`config.mk`:
```
export PLATFORM = sky130hd
export DESIGN_NAME = dragon_collision_scanner
export DESIGN_NICKNAME = d
export VERILOG_FILES = /design/src/rtl/dragon_collision_scanner.sv
export SDC_FILE = /design/constraint.sdc
export NUM_CORES = 1
export LEC_CHECK = 0
export ABC_AREA = 1
export BUFFER_PORTS_ARGS = -buffer_cell sky130_fd_sc_hd__buf_2
export CAP_MARGIN = 20
export CORE_UTILIZATION = 60
export DETAILED_ROUTE_END_ITERATION = 7
export GPL_ROUTABILITY_DRIVEN = 0
export HOLD_SLACK_MARGIN = 0.03
export PLACE_DENSITY = 0.85
export SLEW_MARGIN = 10
export SYNTH_ARGS = -nofsm -noshare
export SYNTH_HDL_FRONTEND = slang
export SYNTH_SLANG_ARGS = --single-unit
```
`constraint.sdc`:
```
create_clock -name clk -period 5.5 [get_ports clk]
set_input_delay 0.55 -clock clk [delete_from_list [all_inputs] [get_ports clk]]
set_output_delay 0.55 -clock clk [all_outputs]
set_load 0.005 [all_outputs]
```
`src/rtl/dragon_collision_scanner.sv`:
```
// Time-multiplexed player/dragon collision checker: captures a snapshot on start, then compares
// one segment per clock from head to tail and reports hit, first-hit index, head hit and hit mask.
module dragon_collision_scanner #(
  parameter int unsigned POS_W      = 8,
  parameter int unsigned MAX_SEGS   = 7,
  parameter int unsigned CNT_W      = 3,
  parameter int unsigned EARLY_EXIT = 1
) (
  input  logic                      clk,
  input  logic                      reset,
  input  logic                      start,
  input  logic [POS_W-1:0]          player_pos,
  input  logic [MAX_SEGS*POS_W-1:0] segment_positions,
  input  logic [CNT_W-1:0]          segment_count,
  output logic                      busy,
  output logic                      done,
  output logic                      hit,
  output logic                      hit_head,
  output logic [CNT_W-1:0]          hit_index,
  output logic [MAX_SEGS-1:0]       hit_mask
);

  localparam logic [CNT_W-1:0] MaxSegsC = CNT_W'(MAX_SEGS);

  typedef enum logic [1:0] {StIdle, StScan, StDone} state_e;

  state_e                    state_q, state_d;
  logic [CNT_W-1:0]          idx_q, idx_d;
  logic [CNT_W-1:0]          count_q, count_d;
  logic [POS_W-1:0]          snap_player_q, snap_player_d;
  logic [MAX_SEGS*POS_W-1:0] snap_segs_q, snap_segs_d;
  logic [MAX_SEGS-1:0]       acc_mask_q, acc_mask_d;
  logic [CNT_W-1:0]          acc_index_q, acc_index_d;
  logic                      hit_q, hit_d;
  logic                      hit_head_q, hit_head_d;
  logic [CNT_W-1:0]          hit_index_q, hit_index_d;
  logic [MAX_SEGS-1:0]       hit_mask_q, hit_mask_d;

  logic [CNT_W-1:0]    count_clamped;
  logic [POS_W-1:0]    seg_cur;
  logic                match;
  logic                last;
  logic [MAX_SEGS-1:0] mask_upd;
  logic [CNT_W-1:0]    index_upd;

  assign count_clamped = (segment_count > MaxSegsC) ? MaxSegsC : segment_count;
  assign seg_cur       = snap_segs_q[idx_q*POS_W +: POS_W];
  assign match         = (seg_cur == snap_player_q);
  assign last          = (idx_q == count_q - CNT_W'(1));

  always_comb begin
    mask_upd  = acc_mask_q;
    index_upd = acc_index_q;
    if (match) begin
      mask_upd[idx_q] = 1'b1;
      // First match is the one found while no mask bit has been set yet.
      if (acc_mask_q == '0) index_upd = idx_q;
    end
  end

  always_comb begin
    state_d       = state_q;
    idx_d         = idx_q;
    count_d       = count_q;
    snap_player_d = snap_player_q;
    snap_segs_d   = snap_segs_q;
    acc_mask_d    = acc_mask_q;
    acc_index_d   = acc_index_q;
    hit_d         = hit_q;
    hit_head_d    = hit_head_q;
    hit_index_d   = hit_index_q;
    hit_mask_d    = hit_mask_q;

    unique case (state_q)
      StIdle: begin
        if (start) begin
          snap_player_d = player_pos;
          snap_segs_d   = segment_positions;
          count_d       = count_clamped;
          idx_d         = '0;
          acc_mask_d    = '0;
          acc_index_d   = '0;
          if (count_clamped == '0) begin
            // Empty dragon: publish a clean no-hit result straight away.
            state_d     = StDone;
            hit_d       = 1'b0;
            hit_head_d  = 1'b0;
            hit_index_d = '0;
            hit_mask_d  = '0;
          end else begin
            state_d = StScan;
          end
        end
      end
      StScan: begin
        acc_mask_d  = mask_upd;
        acc_index_d = index_upd;
        if ((match && (EARLY_EXIT != 0)) || last) begin
          state_d     = StDone;
          hit_d       = (mask_upd != '0);
          hit_head_d  = mask_upd[0];
          hit_index_d = index_upd;
          hit_mask_d  = mask_upd;
        end else begin
          idx_d = idx_q + CNT_W'(1);
        end
      end
      StDone: begin
        state_d = StIdle;
      end
      default: begin
        state_d = StIdle;
      end
    endcase
  end

  always_ff @(posedge clk or negedge reset) begin
    if (!reset) begin
      state_q       <= StIdle;
      idx_q         <= '0;
      count_q       <= '0;
      snap_player_q <= '0;
      snap_segs_q   <= '0;
      acc_mask_q    <= '0;
      acc_index_q   <= '0;
      hit_q         <= 1'b0;
      hit_head_q    <= 1'b0;
      hit_index_q   <= '0;
      hit_mask_q    <= '0;
    end else begin
      state_q       <= state_d;
      idx_q         <= idx_d;
      count_q       <= count_d;
      snap_player_q <= snap_player_d;
      snap_segs_q   <= snap_segs_d;
      acc_mask_q    <= acc_mask_d;
      acc_index_q   <= acc_index_d;
      hit_q         <= hit_d;
      hit_head_q    <= hit_head_d;
      hit_index_q   <= hit_index_d;
      hit_mask_q    <= hit_mask_d;
    end
  end

  assign busy      = (state_q != StIdle);
  assign done      = (state_q == StDone);
  assign hit       = hit_q;
  assign hit_head  = hit_head_q;
  assign hit_index = hit_index_q;
  assign hit_mask  = hit_mask_q;

endmodule

```
After elaboration in Yosys (flattened, before gate mapping):

Cells that the tools add are included.

* bits of input ports: 70
* bits in registers: 94
* word-level logic and storage cells: 69
* output and inout port bits: 14

* bitwise gates (word level): 1
* equality and inequality tests: 8
* reductions and logical operators: 13
* $lt $le $gt $ge: 3
* multiplexer cells: 30
* $add $sub $neg: 2
* shifts and indexed selects: 1

Operators with widths (number)
* $shiftx 56x7->8: 1
* $mux 7: 5
* $pmux 7 s2: 2
* $mux 3: 8
* $pmux 3 s2: 3
* $eq 8x8->1: 1
* $ne 2x2->1 const B: 4
* $logic_not 7->1: 1
* $or 7x7->7: 1
* $reduce_bool 7->1: 1
* $mux 2: 3
* $reduce_and 2->1: 3
* $mux 1: 5
* $lt 3x4->1 const B: 1
* $pmux 1 s2: 2
* $pmux 2 s2: 1
* $reduce_and 4->1: 1
* $reduce_bool 2->1: 2
* $add 3x1->3 const B: 1
* $demux 1 s3: 1
* $eq 3x3->1: 1
* $ge 3x1->1 const B: 1
* $gt 3x3->1 const B: 1
* $logic_not 3->1: 1
* 7 further kinds: 7

Depth between registers and ports, before layout:

* depth after elaboration: 9
* gate-level depth with buffers: 21
* depth with buffers taken out: 20

Worst setup path after synthesis:

No wires, ideal clock.

* kind: flip-flop to flip-flop
* start point: register idx_q[0]
* end point: register hit_mask_q[2], in the netlist hit_mask[2]
* setup time: 0.125 ns
* arrival time: 1.958 ns
* buffers on the path: 3
* clock period less this slack: 2.082 ns
* slack: 3.418 ns
* cell stages (with the launch flop): 19
* data required time: 5.375 ns
* cell sequence: dfrtp_1 buf_6 inv_6 buf_6 nand2_1 nand3_1 nand2_1 nor2_2 xor2_1 nand2_1 nor2_4 nand2_2 nand3_2 inv_2 nor2_8 inv_4 buf_6 nand2_1 o21ai_1

* longest elaborated chain between the ends: 8

RTL lines
* start: declaration: RTL line 28 `logic [CNT_W-1:0] idx_q, idx_d;`
* start signal: assignment: RTL line 132 `idx_q <= idx_d;`
* branches (longest 8 deep; another with $shiftx 56x7->8)
* end signal: assignment: RTL line 141 `hit_mask_q <= hit_mask_d;`
* end: declaration: RTL line 37 `logic [MAX_SEGS-1:0] hit_mask_q, hit_mask_d;`

Several ways; the timed one is not identified. The select of a mux whose other input is x is not followed.
A chain may end at the register's enable or synchronous reset.

Worst setup path in the final report:

* start point: register idx_q[2]
* end point: register hit_index_q[2], in the netlist hit_index[2]

* longest elaborated chain between the ends: 5

RTL lines
* $shiftx 56x7->8: RTL line 47 `assign seg_cur = snap_segs_q[idx_q*POS_W +: POS_W];`
* $eq 8x8->1: RTL line 48 `assign match = (seg_cur == snap_player_q);`
* $mux 3 / $logic_or 1x1->1 (equally long branches): RTL line 54, 98
* $mux 3 / $ne 2x2->1 (equally long branches)
* $pmux 3 s2 / $reduce_and 4->1 (equally long branches)
* end signal: assignment: RTL line 140 `hit_index_q <= hit_index_d;`
* end: declaration: RTL line 36 `logic [CNT_W-1:0] hit_index_q, hit_index_d;`

Several ways; a longest one is shown, not always the timed one. The select of a mux whose other input is x is not followed.

==> out/qor.yml <==
status:
  result_of_the_run: "finished clean"
yosys:
  yosysWarnings: 0
  synth.yosys.seq_area_share_pct: 50.7
  synthesis.area_mm2: 0.00459
  netlist-cell-type-count: 34
  syn_avg_cell_area_um2: 7.48
  synth_cells: 614
  postSynthNetCount: 686
  synth-seq-cells: 93
worst_setup_path:
  cp.required_ps: 5750
  critical_path_end_type: "flop"
  timing.critical_path.from_type: "flop"
  worstSetupPathType: "reg -> reg"
  worst-endpoint-arrival_ps: 3030
  worst-path-max-fanout: 11
cells_and_area:
  insertedDiodeCount: 0
  instances_no_fill: 788
  area_growth_pct: 13.9
  final_core_utilization_pct: 71.3
  fraction_of_layout_instances_using_a_drive_strength_above_1_pct: 17.3
  design.final.nets: 756
sta:
  slew_headroom_pct: 49.5
  timing.clock.skew_ps: 8.72
  final-max-slew-violation-count: 0
  hold_viol: 0
  tightestPinTransition_ps: 757
  setup_violations: 0
  min_period_over_period_pct: 50.5
  setup_repair_after_global_routing_missed_its_margin: "no"
  final_setup_tns_ps: 0
  fin_crit_ps: 2780
  fmax_mhz: 360
clocking:
  tritoncts: "done"
  cts_made_buffers: 9
  post-cts-setup-buffers: 0
  post_cts.resized_instances: 0
  clk_transition_reported_paths_ps: 90
  clock_tree.buffer_depth: 2
  clkLatencyLatePin_ps: 370
  clock_tree.root_cell: "sky130_fd_sc_hd__clkbuf_8"
  cts_num_sinks: 93
  htreeDepth: 3
  postCtsHoldBufs: 0
global_routing:
  globalRouteTotalUtil_pct: 27.9
  global_route_wire_length_before_repair_um: 16900
  globalRouteOverflowTotal: 0
  grt_pass1_vias: 3905
  antenna_found_initial: 0
  pin_count_of_the_biggest_net_entering_global_routing: 80
detailed_routing:
  drc: 0
  wire_per_inst_um: 12.9
  drtIter0Drc: 221
  avgViaCountPerCell: 5.18
  drt-pass1-iter-count: 5
  vias: 4084
  drt-total-wl_um: 10100
  antenna_left: 0
pwr:
  p_leak_uw: 0.00292
  power.density_mw_per_mm2: 554
  vdd_drop_max_v: 0.000373
floorplan:
  io_pins: 84
  die-area_mm2: 0.00800
  dieHeight_um: 89.5
  coreArea_mm2: 0.00733
  initial_utilization_pct: 62.6
  dieWidth_um: 89.5
  placement_rows: 31
worst_hold_path:
  timing.hold.worst.class: "in -> async"
place:
  place.port_buffers: 83
  place.detailed.hpwl_um: 6960
  place.detailed.instances: 771
run:
  timing.max_cap.violations: 0
[cells by family after synthesis]
logic type               Yosys count  synth area share, %
AND/OR/NAND/NOR                  369                 32.7
flip-flops                        93                 50.7
buffers and inverters             87                 8.37
AO/OA/AOI/OAI                     60                 7.09
XOR/XNOR                           3                0.572
adder cells (fa/ha/maj)            2                0.545
[worst paths after layout]
path | start | endpoint | slack (ps) | cells past startpoint
worst min register to register | snap_segs_q[48]$_DFFE_PN0P_ | snap_segs_q[48]$_DFFE_PN0P_ | 490 | 2
min in group clk | segment_positions[9] | snap_segs_q[9]$_DFFE_PN0P_ | 370 | 3
worst max-delay path | idx_q[2]$_DFFE_PN0P_ | hit_index[2]$_DFFE_PN0P_ | 2720 | 13
worst min-delay path | reset | snap_segs_q[36]$_DFFE_PN0P_ | 100 | 1
max in group asynchronous | reset | snap_segs_q[40]$_DFFE_PN0P_ | 4290 | 2
worst max register to register | idx_q[2]$_DFFE_PN0P_ | hit_index[2]$_DFFE_PN0P_ | 2720 | 13
[layer usage]
metal | routed length, um | global-route usage [%] | part of all wire (%) | up-vias
met1 | 4580 | 36.8 | 45 | 1903
met4 | 250 | 12.1 | 2.5 | 0
li1 | - | - | - | 2027
met2 | 4810 | 45.7 | 47 | 128
met3 | 498 | 4.99 | 4.9 | 26
met5 | 0 | 0 | 0 | -
[synthesized netlist by cell type, drive strengths merged]
master  count  area [um^2]
nand3      28          145
dfrtp      93         2330
clkbuf     15         56.3
nand3b      3         22.5
nand2     303         1140
nor3        2         10.0
inv        59          229
ha          2         25.0
o21ai      51          263
xor2        2         17.5
buf        13         98.8
or2         3         18.8
o22ai       1         6.26
a221oi      1         8.76
nor4        1         6.26
a21oi       2         10.0
nand4       4         25.0
xnor2       1         8.76
o211ai      5         37.5
nor2       25          135
[state kept, by name, indices dropped and copies added (netlist names)]
signal         cells
acc_index_q        3
acc_mask_q         7
count_q            3
hit                1
hit_index          3
hit_mask           7
idx_q              3
snap_player_q      8
snap_segs_q       56
state_q            2
[power by group]
part | total (uW) | internal [uW] | leakage, uW | switching, uW
registers | 1180 | 999 | 0.00115 | 182
clock network | 464 | 223 | 0.0000959 | 241
logic | 1250 | 436 | 0.00167 | 815
total | 2900 | 1660 | 0.00292 | 1240
[metrics by stage]
stage	setup WS, ps	instance area [um^2]	power, uW	hold WS, ps
4_1_cts	2460	5200	2880	114
3_3_place_gp	2680	5000	2350	454
3_5_place_dp	2520	5000	2410	467
6_report	2720	5230	2900	99.5
5_1_grt	2420	5230	3160	131
2_1_floorplan	3420	4590	2120	254
[critical path, cell delays in order, from the launching register on]
cell and delay (ps):
sky130_fd_sc_hd__dfrtp_1 630, sky130_fd_sc_hd__inv_2 200, sky130_fd_sc_hd__nor2_1 390, sky130_fd_sc_hd__nand3_1 150, sky130_fd_sc_hd__nand2_1 130, sky130_fd_sc_hd__nor2_2 50, sky130_fd_sc_hd__xor2_1 120, sky130_fd_sc_hd__nand2_1 120
sky130_fd_sc_hd__nor2_4 190, sky130_fd_sc_hd__nand2_2 110, sky130_fd_sc_hd__nor2_2 230, sky130_fd_sc_hd__nand2_1 100, sky130_fd_sc_hd__o211ai_1 140, sky130_fd_sc_hd__o21ai_1 100
[cell type report]
type / instances / area [um^2]
Sequential cell: 93 / 2330
Multi-Input combinational cell: 434 / 1880
Fill cell: 595 / 2100
Timing Repair Buffer: 87 / 468
Clock buffer: 11 / 141
Inverter: 59 / 229
Clock inverter: 5 / 58.8
Tap cell: 99 / 124
[layout by cell type (no fill, tap or decap)]
master	count
sky130_fd_sc_hd__a21oi_1	2
sky130_fd_sc_hd__a221oi_1	1
sky130_fd_sc_hd__buf_16	1
sky130_fd_sc_hd__buf_2	82
sky130_fd_sc_hd__buf_4	4
sky130_fd_sc_hd__bufinv_16	1
sky130_fd_sc_hd__clkbuf_1	1
sky130_fd_sc_hd__clkbuf_8	10
sky130_fd_sc_hd__clkinv_2	1
sky130_fd_sc_hd__clkinvlp_4	2
sky130_fd_sc_hd__dfrtp_1	93
sky130_fd_sc_hd__ha_1	2
sky130_fd_sc_hd__inv_1	53
sky130_fd_sc_hd__inv_2	4
sky130_fd_sc_hd__inv_4	1
sky130_fd_sc_hd__inv_6	2
sky130_fd_sc_hd__nand2_1	302
sky130_fd_sc_hd__nand2_2	1
sky130_fd_sc_hd__nand3_1	27
sky130_fd_sc_hd__nand3_2	1
sky130_fd_sc_hd__nand3b_1	3
sky130_fd_sc_hd__nand4_1	4
sky130_fd_sc_hd__nor2_1	18
sky130_fd_sc_hd__nor2_2	4
sky130_fd_sc_hd__nor2_4	2
sky130_fd_sc_hd__nor2_8	1
sky130_fd_sc_hd__nor3_1	2
sky130_fd_sc_hd__nor4_1	1
sky130_fd_sc_hd__o211ai_1	5
sky130_fd_sc_hd__o21ai_0	40
sky130_fd_sc_hd__o21ai_1	9
sky130_fd_sc_hd__o21ai_2	2
sky130_fd_sc_hd__o22ai_1	1
sky130_fd_sc_hd__or2_0	1
sky130_fd_sc_hd__or2_1	2
sky130_fd_sc_hd__xnor2_1	1
sky130_fd_sc_hd__xor2_1	2
(Power assumes the default switching activity.)
